$ cat src/rtl/key_entry_if.sv
// Keypad-side and register-side signals of the alarm clock key entry sequencer.
//   Inputs to the sequencer : one_second, key[3:0], alarm_button, time_button
//   Outputs of the sequencer: shift, load_new_a, load_new_c, show_new_time,
//                             show_a, entry_error
//   master: the side that drives keypad/timer inputs and receives strobes
//   slave : the sequencer itself
interface key_entry_if;
  logic       one_second;
  logic [3:0] key;
  logic       alarm_button;
  logic       time_button;
  logic       shift;
  logic       load_new_a;
  logic       load_new_c;
  logic       show_new_time;
  logic       show_a;
  logic       entry_error;

  modport master (
    output one_second, key, alarm_button, time_button,
    input  shift, load_new_a, load_new_c, show_new_time, show_a, entry_error
  );

  modport slave (
    input  one_second, key, alarm_button, time_button,
    output shift, load_new_a, load_new_c, show_new_time, show_a, entry_error
  );
endinterface

$ cat src/rtl/key_entry_ctrl.sv
// Key entry sequencer for the alarm clock.
// Watches the decoded keypad code and the alarm/time buttons, emits one
// shift strobe per new key press, and a load strobe (or an error strobe when
// fewer than four digits were entered) when a button ends the entry. An entry
// left idle for TIMEOUT_SEC one-second ticks is abandoned.
// Ports:
//   clock : system clock, rising edge
//   reset : asynchronous, active-low
//   kif   : key_entry_if.slave (keypad/timer inputs, strobes and display selects)
// All outputs are registers loaded from the next-state decode, so they follow
// the state register in the same cycle and drop to 0 at once on reset.
module key_entry_ctrl #(
  parameter int unsigned TIMEOUT_SEC = 10,
  parameter logic [3:0]  NOKEY       = 4'hA
) (
  input  logic       clock,
  input  logic       reset,
  key_entry_if.slave kif
);

  localparam int unsigned CNT_W  = 3;
  localparam int unsigned IDLE_W = 4;
  localparam logic [CNT_W-1:0]  DIGITS_FULL = CNT_W'(4);
  localparam logic [IDLE_W-1:0] IDLE_LIMIT  = IDLE_W'(TIMEOUT_SEC);

  typedef enum logic [2:0] {
    S_SHOW_TIME,
    S_KEY_STORED,
    S_KEY_WAITED,
    S_KEY_ENTRY,
    S_SHOW_ALARM,
    S_SET_ALARM_TIME,
    S_SET_CURRENT_TIME
  } state_t;

  state_t              r_state;
  state_t              w_state_nxt;
  logic [CNT_W-1:0]    r_digit_cnt;
  logic [CNT_W-1:0]    w_digit_cnt_nxt;
  logic [IDLE_W-1:0]   r_idle_cnt;
  logic [IDLE_W-1:0]   w_idle_cnt_nxt;

  logic                r_shift;
  logic                r_load_new_a;
  logic                r_load_new_c;
  logic                r_show_new_time;
  logic                r_show_a;
  logic                r_entry_error;

  logic                w_shift_nxt;
  logic                w_load_new_a_nxt;
  logic                w_load_new_c_nxt;
  logic                w_show_new_time_nxt;
  logic                w_show_a_nxt;
  logic                w_entry_error_nxt;

  logic                w_is_digit;
  logic                w_timeout;
  logic                w_idle_now;
  logic                w_idle_nxt;

  // Codes above 9 and the NOKEY code all count as "no key".
  assign w_is_digit = (kif.key <= 4'd9) && (kif.key != NOKEY);
  assign w_timeout  = (r_idle_cnt == IDLE_LIMIT);

  // Idle counting only runs while waiting for release or for the next key.
  assign w_idle_now = (r_state == S_KEY_WAITED) || (r_state == S_KEY_ENTRY);
  assign w_idle_nxt = (w_state_nxt == S_KEY_WAITED) || (w_state_nxt == S_KEY_ENTRY);

  // State, digit counter and idle counter registers.
  always_ff @(posedge clock or negedge reset) begin
    if (!reset) begin
      r_state     <= S_SHOW_TIME;
      r_digit_cnt <= '0;
      r_idle_cnt  <= '0;
    end else begin
      r_state     <= w_state_nxt;
      r_digit_cnt <= w_digit_cnt_nxt;
      r_idle_cnt  <= w_idle_cnt_nxt;
    end
  end

  // Next-state and counter update.
  always_comb begin
    w_state_nxt     = r_state;
    w_digit_cnt_nxt = r_digit_cnt;
    w_idle_cnt_nxt  = '0;

    case (r_state)
      S_SHOW_TIME: begin
        if (kif.alarm_button) begin
          w_state_nxt = S_SHOW_ALARM;
        end else if (w_is_digit) begin
          w_state_nxt     = S_KEY_STORED;
          w_digit_cnt_nxt = CNT_W'(1);
        end
      end
      S_KEY_STORED: begin
        w_state_nxt = S_KEY_WAITED;
      end
      S_KEY_WAITED: begin
        // Buttons are ignored until the key has been released.
        if (!w_is_digit) begin
          w_state_nxt = S_KEY_ENTRY;
        end else if (w_timeout) begin
          w_state_nxt = S_SHOW_TIME;
        end
      end
      S_KEY_ENTRY: begin
        // Alarm beats time, any button beats a digit, a digit beats timeout.
        if (kif.alarm_button) begin
          w_state_nxt = S_SET_ALARM_TIME;
        end else if (kif.time_button) begin
          w_state_nxt = S_SET_CURRENT_TIME;
        end else if (w_is_digit) begin
          w_state_nxt = S_KEY_STORED;
          if (r_digit_cnt < DIGITS_FULL) begin
            w_digit_cnt_nxt = r_digit_cnt + CNT_W'(1);
          end
        end else if (w_timeout) begin
          w_state_nxt = S_SHOW_TIME;
        end
      end
      S_SHOW_ALARM: begin
        if (!kif.alarm_button) begin
          w_state_nxt = S_SHOW_TIME;
        end
      end
      S_SET_ALARM_TIME,
      S_SET_CURRENT_TIME: begin
        w_state_nxt = S_SHOW_TIME;
      end
      default: begin
        w_state_nxt = S_SHOW_TIME;
      end
    endcase

    // Every entry into (or stay in) normal display forgets the digit count.
    if (w_state_nxt == S_SHOW_TIME) begin
      w_digit_cnt_nxt = '0;
    end

    // A tick coinciding with a new digit is dropped because the counter
    // restarts from KEY_STORED.
    if (w_idle_now && w_idle_nxt) begin
      if (kif.one_second && (r_idle_cnt < IDLE_LIMIT)) begin
        w_idle_cnt_nxt = r_idle_cnt + IDLE_W'(1);
      end else begin
        w_idle_cnt_nxt = r_idle_cnt;
      end
    end
  end

  // Output decode from the next state so registered outputs align with it.
  always_comb begin
    w_shift_nxt         = 1'b0;
    w_load_new_a_nxt    = 1'b0;
    w_load_new_c_nxt    = 1'b0;
    w_show_new_time_nxt = 1'b0;
    w_show_a_nxt        = 1'b0;
    w_entry_error_nxt   = 1'b0;

    case (w_state_nxt)
      S_KEY_STORED: begin
        w_shift_nxt         = 1'b1;
        w_show_new_time_nxt = 1'b1;
      end
      S_KEY_WAITED,
      S_KEY_ENTRY: begin
        w_show_new_time_nxt = 1'b1;
      end
      S_SHOW_ALARM: begin
        w_show_a_nxt = 1'b1;
      end
      S_SET_ALARM_TIME: begin
        w_load_new_a_nxt  = (w_digit_cnt_nxt == DIGITS_FULL);
        w_entry_error_nxt = (w_digit_cnt_nxt <  DIGITS_FULL);
      end
      S_SET_CURRENT_TIME: begin
        w_load_new_c_nxt  = (w_digit_cnt_nxt == DIGITS_FULL);
        w_entry_error_nxt = (w_digit_cnt_nxt <  DIGITS_FULL);
      end
      default: begin
      end
    endcase
  end

  // Output registers.
  always_ff @(posedge clock or negedge reset) begin
    if (!reset) begin
      r_shift         <= 1'b0;
      r_load_new_a    <= 1'b0;
      r_load_new_c    <= 1'b0;
      r_show_new_time <= 1'b0;
      r_show_a        <= 1'b0;
      r_entry_error   <= 1'b0;
    end else begin
      r_shift         <= w_shift_nxt;
      r_load_new_a    <= w_load_new_a_nxt;
      r_load_new_c    <= w_load_new_c_nxt;
      r_show_new_time <= w_show_new_time_nxt;
      r_show_a        <= w_show_a_nxt;
      r_entry_error   <= w_entry_error_nxt;
    end
  end

  assign kif.shift         = r_shift;
  assign kif.load_new_a    = r_load_new_a;
  assign kif.load_new_c    = r_load_new_c;
  assign kif.show_new_time = r_show_new_time;
  assign kif.show_a        = r_show_a;
  assign kif.entry_error   = r_entry_error;

endmodule

$ cat src/flat_wrapper.sv
// flat-port wrapper written by rule: the top's interface ports become plain ports
module key_entry_ctrl_flat 
#(
  parameter int unsigned TIMEOUT_SEC = 10,
  parameter logic [3:0]  NOKEY       = 4'hA
)
  (clock, reset, kif_one_second, kif_key, kif_alarm_button, kif_time_button, kif_shift, kif_load_new_a, kif_load_new_c, kif_show_new_time, kif_show_a, kif_entry_error);
  key_entry_if kif_i ();
  input  logic clock;
  input  logic reset;
  input wire logic [$bits(kif_i.one_second)-1:0] kif_one_second;
  input wire logic [$bits(kif_i.key)-1:0] kif_key;
  input wire logic [$bits(kif_i.alarm_button)-1:0] kif_alarm_button;
  input wire logic [$bits(kif_i.time_button)-1:0] kif_time_button;
  output wire logic [$bits(kif_i.shift)-1:0] kif_shift;
  output wire logic [$bits(kif_i.load_new_a)-1:0] kif_load_new_a;
  output wire logic [$bits(kif_i.load_new_c)-1:0] kif_load_new_c;
  output wire logic [$bits(kif_i.show_new_time)-1:0] kif_show_new_time;
  output wire logic [$bits(kif_i.show_a)-1:0] kif_show_a;
  output wire logic [$bits(kif_i.entry_error)-1:0] kif_entry_error;
  assign kif_i.one_second = kif_one_second;
  assign kif_i.key = kif_key;
  assign kif_i.alarm_button = kif_alarm_button;
  assign kif_i.time_button = kif_time_button;
  assign kif_shift = kif_i.shift;
  assign kif_load_new_a = kif_i.load_new_a;
  assign kif_load_new_c = kif_i.load_new_c;
  assign kif_show_new_time = kif_i.show_new_time;
  assign kif_show_a = kif_i.show_a;
  assign kif_entry_error = kif_i.entry_error;
  key_entry_ctrl #(.TIMEOUT_SEC(TIMEOUT_SEC), .NOKEY(NOKEY)) u_core (.clock(clock), .reset(reset), .kif(kif_i));
endmodule
$ cat config.mk
export PLATFORM = sky130hd
export DESIGN_NAME = key_entry_ctrl_flat
export DESIGN_NICKNAME = d
export VERILOG_FILES = /design/src/rtl/key_entry_if.sv /design/src/rtl/key_entry_ctrl.sv /design/src/flat_wrapper.sv
export SDC_FILE = /design/constraint.sdc
export NUM_CORES = 1
export LEC_CHECK = 0
export BUFFER_PORTS_ARGS = -buffer_cell sky130_fd_sc_hd__clkbuf_2
export CAP_MARGIN = 20
export CORE_ASPECT_RATIO = 0.75
export CORE_MARGIN = 5
export CORE_UTILIZATION = 44
export DETAILED_ROUTE_END_ITERATION = 10
export SLEW_MARGIN = 15
export SYNTH_ARGS = -nofsm -noshare
export SYNTH_HDL_FRONTEND = slang
export SYNTH_SLANG_ARGS = --single-unit
export TNS_END_PERCENT = 5
$ cat constraint.sdc
create_clock -name clock -period 2.2 [get_ports clock]
set_clock_uncertainty 0.1 [all_clocks]
set_input_delay 0.11 -clock clock [delete_from_list [all_inputs] [get_ports clock]]
set_output_delay 0.11 -clock clock [all_outputs]
set_load 0.01 [all_outputs]
==> results.py <==
metrics = {
    "setup_path": {
        "path_cells": "ha_1, or2b_2, o41a_1, a211o_1, nor4_2",
        "cp-start-kind": "flop",
        "crit_path_top_delay_cell": "dfrtp_1",
        "max_stage_delay_ns": 0.40,
        "cp_data_arrival_time_ns": 2.04,
        "r2r_setup_slack_ns": 0.26,
        "crit_type": "reg -> reg",
        "r2r_start": "u_core.r_digit_cnt[0]",
        "critPathLaunch": "u_core.r_digit_cnt[0]",
        "end_kind": "flop",
        "crit_fanout": 2,
        "critPathRequiredTime_ns": 2.30,
    },
    "detailed_routing": {
        "vias": 714,
        "routed_wirelength_um": 1740,
        "firstDrtPassIters": 4,
        "drc": 0,
        "drtIter0Drc": 28,
        "routed_via_density": 5.67,
        "wl_per_cell_um": 13.8,
        "ant_nets": 0,
    },
    "floorplan": {
        "die-width_um": 62.3,
        "die_h_um": 49.2,
        "ios": 15,
        "fp-row-count": 14,
        "start_util_pct": 45.6,
        "die-area_sq_mm": 0.00307,
        "core_sq_mm": 0.00198,
    },
    "worst_hold_path": {
        "hold_start": "kif_alarm_button",
        "holdCritPathClass": "in -> reg",
    },
    "yosys": {
        "yosysSeqAreaShare_pct": 44.4,
        "yosysTopAreaCell": "dfrtp_1",
        "synth.ff_latch_count": 16,
        "synthArstFlopShare_pct": 100,
        "synth.most_common_cell": "dfrtp_1",
        "synthTopCellsByCount": "dfrtp_1 (16), inv_1 (6), o21ai_0 (6)",
        "syn_area_sq_um": 902,
        "synth_top_area_share_pct": 44.4,
        "syn_inst": 85,
        "synth.avg_cell_area_sq_um": 10.6,
        "syn-num-nets": 97,
        "yosys-top-cells-area": "dfrtp_1 (44%), ha_1 (4.2%), o21ai_0 (3.3%)",
        "yosys_warnings": 0,
        "ys.flop_type": "dfrtp_1",
        "ys_types": 39,
        "synth-edff-count": 0,
    },
    "cts": {
        "ctsHtreeMaxLevel": 1,
        "cts_tree": "done",
        "clkSinkCount": 16,
        "path_clk_slew_ns": 0.10,
        "cts_resized": 0,
        "cts_buffers": 3,
        "clock_path_buffers": 2,
        "clk_latency_ns": 0.28,
        "root_buffer": "clkbuf_4",
    },
    "place": {
        "gp_congestion": 0.774,
        "placed_area_sq_um": 988,
        "preCtsSetupSlack_ns": 0.253,
        "port-buffer-count": 13,
        "hpwl_um": 1300,
    },
    "cells_and_area": {
        "n_fill_cell": 180,
        "num_antenna_cells": 0,
        "area_delta_synth_final_pct": 14.7,
        "nNetsFinal": 115,
        "fin_area_sq_mm": 0.00103,
        "utilization_pct": 52.3,
        "drive_gt1_share_pct": 26.5,
    },
    "grt": {
        "grt_overflow": 0,
        "track_usage_pct": 11.8,
        "busiest_layer": "met2",
        "grt_max_degree": 17,
        "antenna_found_initial": 0,
        "gr-usage-met3_pct": 4.84,
        "use_met2_pct": 17.1,
        "grt_use_met1_pct": 16.7,
        "grt_pass1_vias": 651,
        "grt_pass1_wl_um": 2930,
    },
    "timing": {
        "period_share_pct": 88.3,
        "finalSetupViolCount": 0,
        "finalCriticalPeriod_ns": 1.94,
        "max_slew_margin_pct": 68.2,
        "fin_ws_ns": 0.257,
        "report.final.slew_viol_count": 0,
        "whs_ns": 0.0298,
        "tightest_slew_ns": 0.473,
        "rsz0062_at_grt": "false",
        "fmax_mhz": 515,
        "finalHoldViolations": 0,
        "final.setup.tns_ns": 0,
    },
    "pwr": {
        "leakagePower_nw": 0.467,
        "peakVddDrop_v": 0.000720,
        "pwr_density_cell_mw_per_mm2": 948,
    },
    "status": {
        "status": "complete, no violations",
    },
    "job": {
        "maxCapViolations": 0,
    },
}
[what timing repair did]
action / 4_1_cts / 5_1_grt
setup buffers: 0 / 0
hold buffers: 1 / 0
endpoints found under the hold margin: 16 / 0
[layout make-up]
type / count / area, sq um / share of cell area [%]
multi-input combinational: 60 / 459 / 44.4
sequential: 16 / 400 / 38.7
tap: 24 / 30.0 / 2.90
inverter: 7 / 26.3 / 2.54
clock buffer: 4 / 36.3 / 3.51
timing repair buffer: 15 / 82.6 / 7.98
[flip-flops by register name, indices dropped and copies added (netlist names)]
| signal | count |
|---|---|
| u_core.kif.entry_error | 1 |
| u_core.kif.load_new_a | 1 |
| u_core.kif.load_new_c | 1 |
| u_core.kif.shift | 1 |
| u_core.kif.show_a | 1 |
| u_core.kif.show_new_time | 1 |
| u_core.r_digit_cnt | 3 |
| u_core.r_idle_cnt | 4 |
| u_core.r_state | 3 |
[where the power goes]
part | switching, mW | internal, mW
Combinational | 0.213 | 0.141
Sequential | 0.0781 | 0.354
Clock | 0.0942 | 0.101
[cell usage in the layout (no fill, tap or decap), types with 2 or more instances in the layout]
cell      netlist  final
clkbuf_2        0     13
nand2_1         2      2
nor4_2          2      2
nor3_1          4      4
a31oi_1         3      3
dfrtp_1        16     16
nand2b_1        3      3
nor4_1          2      2
ha_1            3      3
inv_1           6      6
nor2_1          4      4
a21oi_1         5      5
clkbuf_4        0      3
o21ai_0         6      6
a211o_1         3      3
[path summary, 6_finish.rpt]
kind                       cells past startpoint               endpoint
setup / recovery                               5  u_core.kif.load_new_a
hold / removal                                 3      u_core.kif.show_a
setup reg to reg                               5  u_core.kif.load_new_a
hold reg to reg                                2   u_core.r_idle_cnt[3]
max in group asynchronous                      2  u_core.kif.load_new_c
min in group asynchronous                      2   u_core.r_idle_cnt[0]
[logic make-up (layout without fill, tap and decap cells)]
family,Yosys count,in the layout,synth area share (%)
xor gates and xnor gates,1,1,0.971
AOI/OAI and AO/OA,28,28,21.5
muxes,1,1,1.11
buffers and inverters,9,26,4.71
DFF,16,16,44.4
and+or+nand+nor,27,27,23.2
adders and majority gates,3,3,4.16
[through the flow]
stage | total power, mW | cells
floorplan | 0.698 | 85
global placement | 0.788 | 121
detailed placement | 0.794 | 121
CTS | 0.990 | 126
global route | 1.05 | 126
finish | 0.981 | 126
[critical path, delay by kind of cell, from the launching register on]
kind | cells | cell delay [ns]
AOI/OAI and AO/OA | 2 | 0.61
adders and majority gates | 1 | 0.31
DFF | 1 | 0.40
and+or+nand+nor | 2 | 0.43
[layer usage]
metal,routed length (um),up-vias
met1,815,338
li1,-,361
met5,0,-
met4,8,0
met3,100,2
met2,817,13
Note: power is estimated with default switching activity, not from simulation.
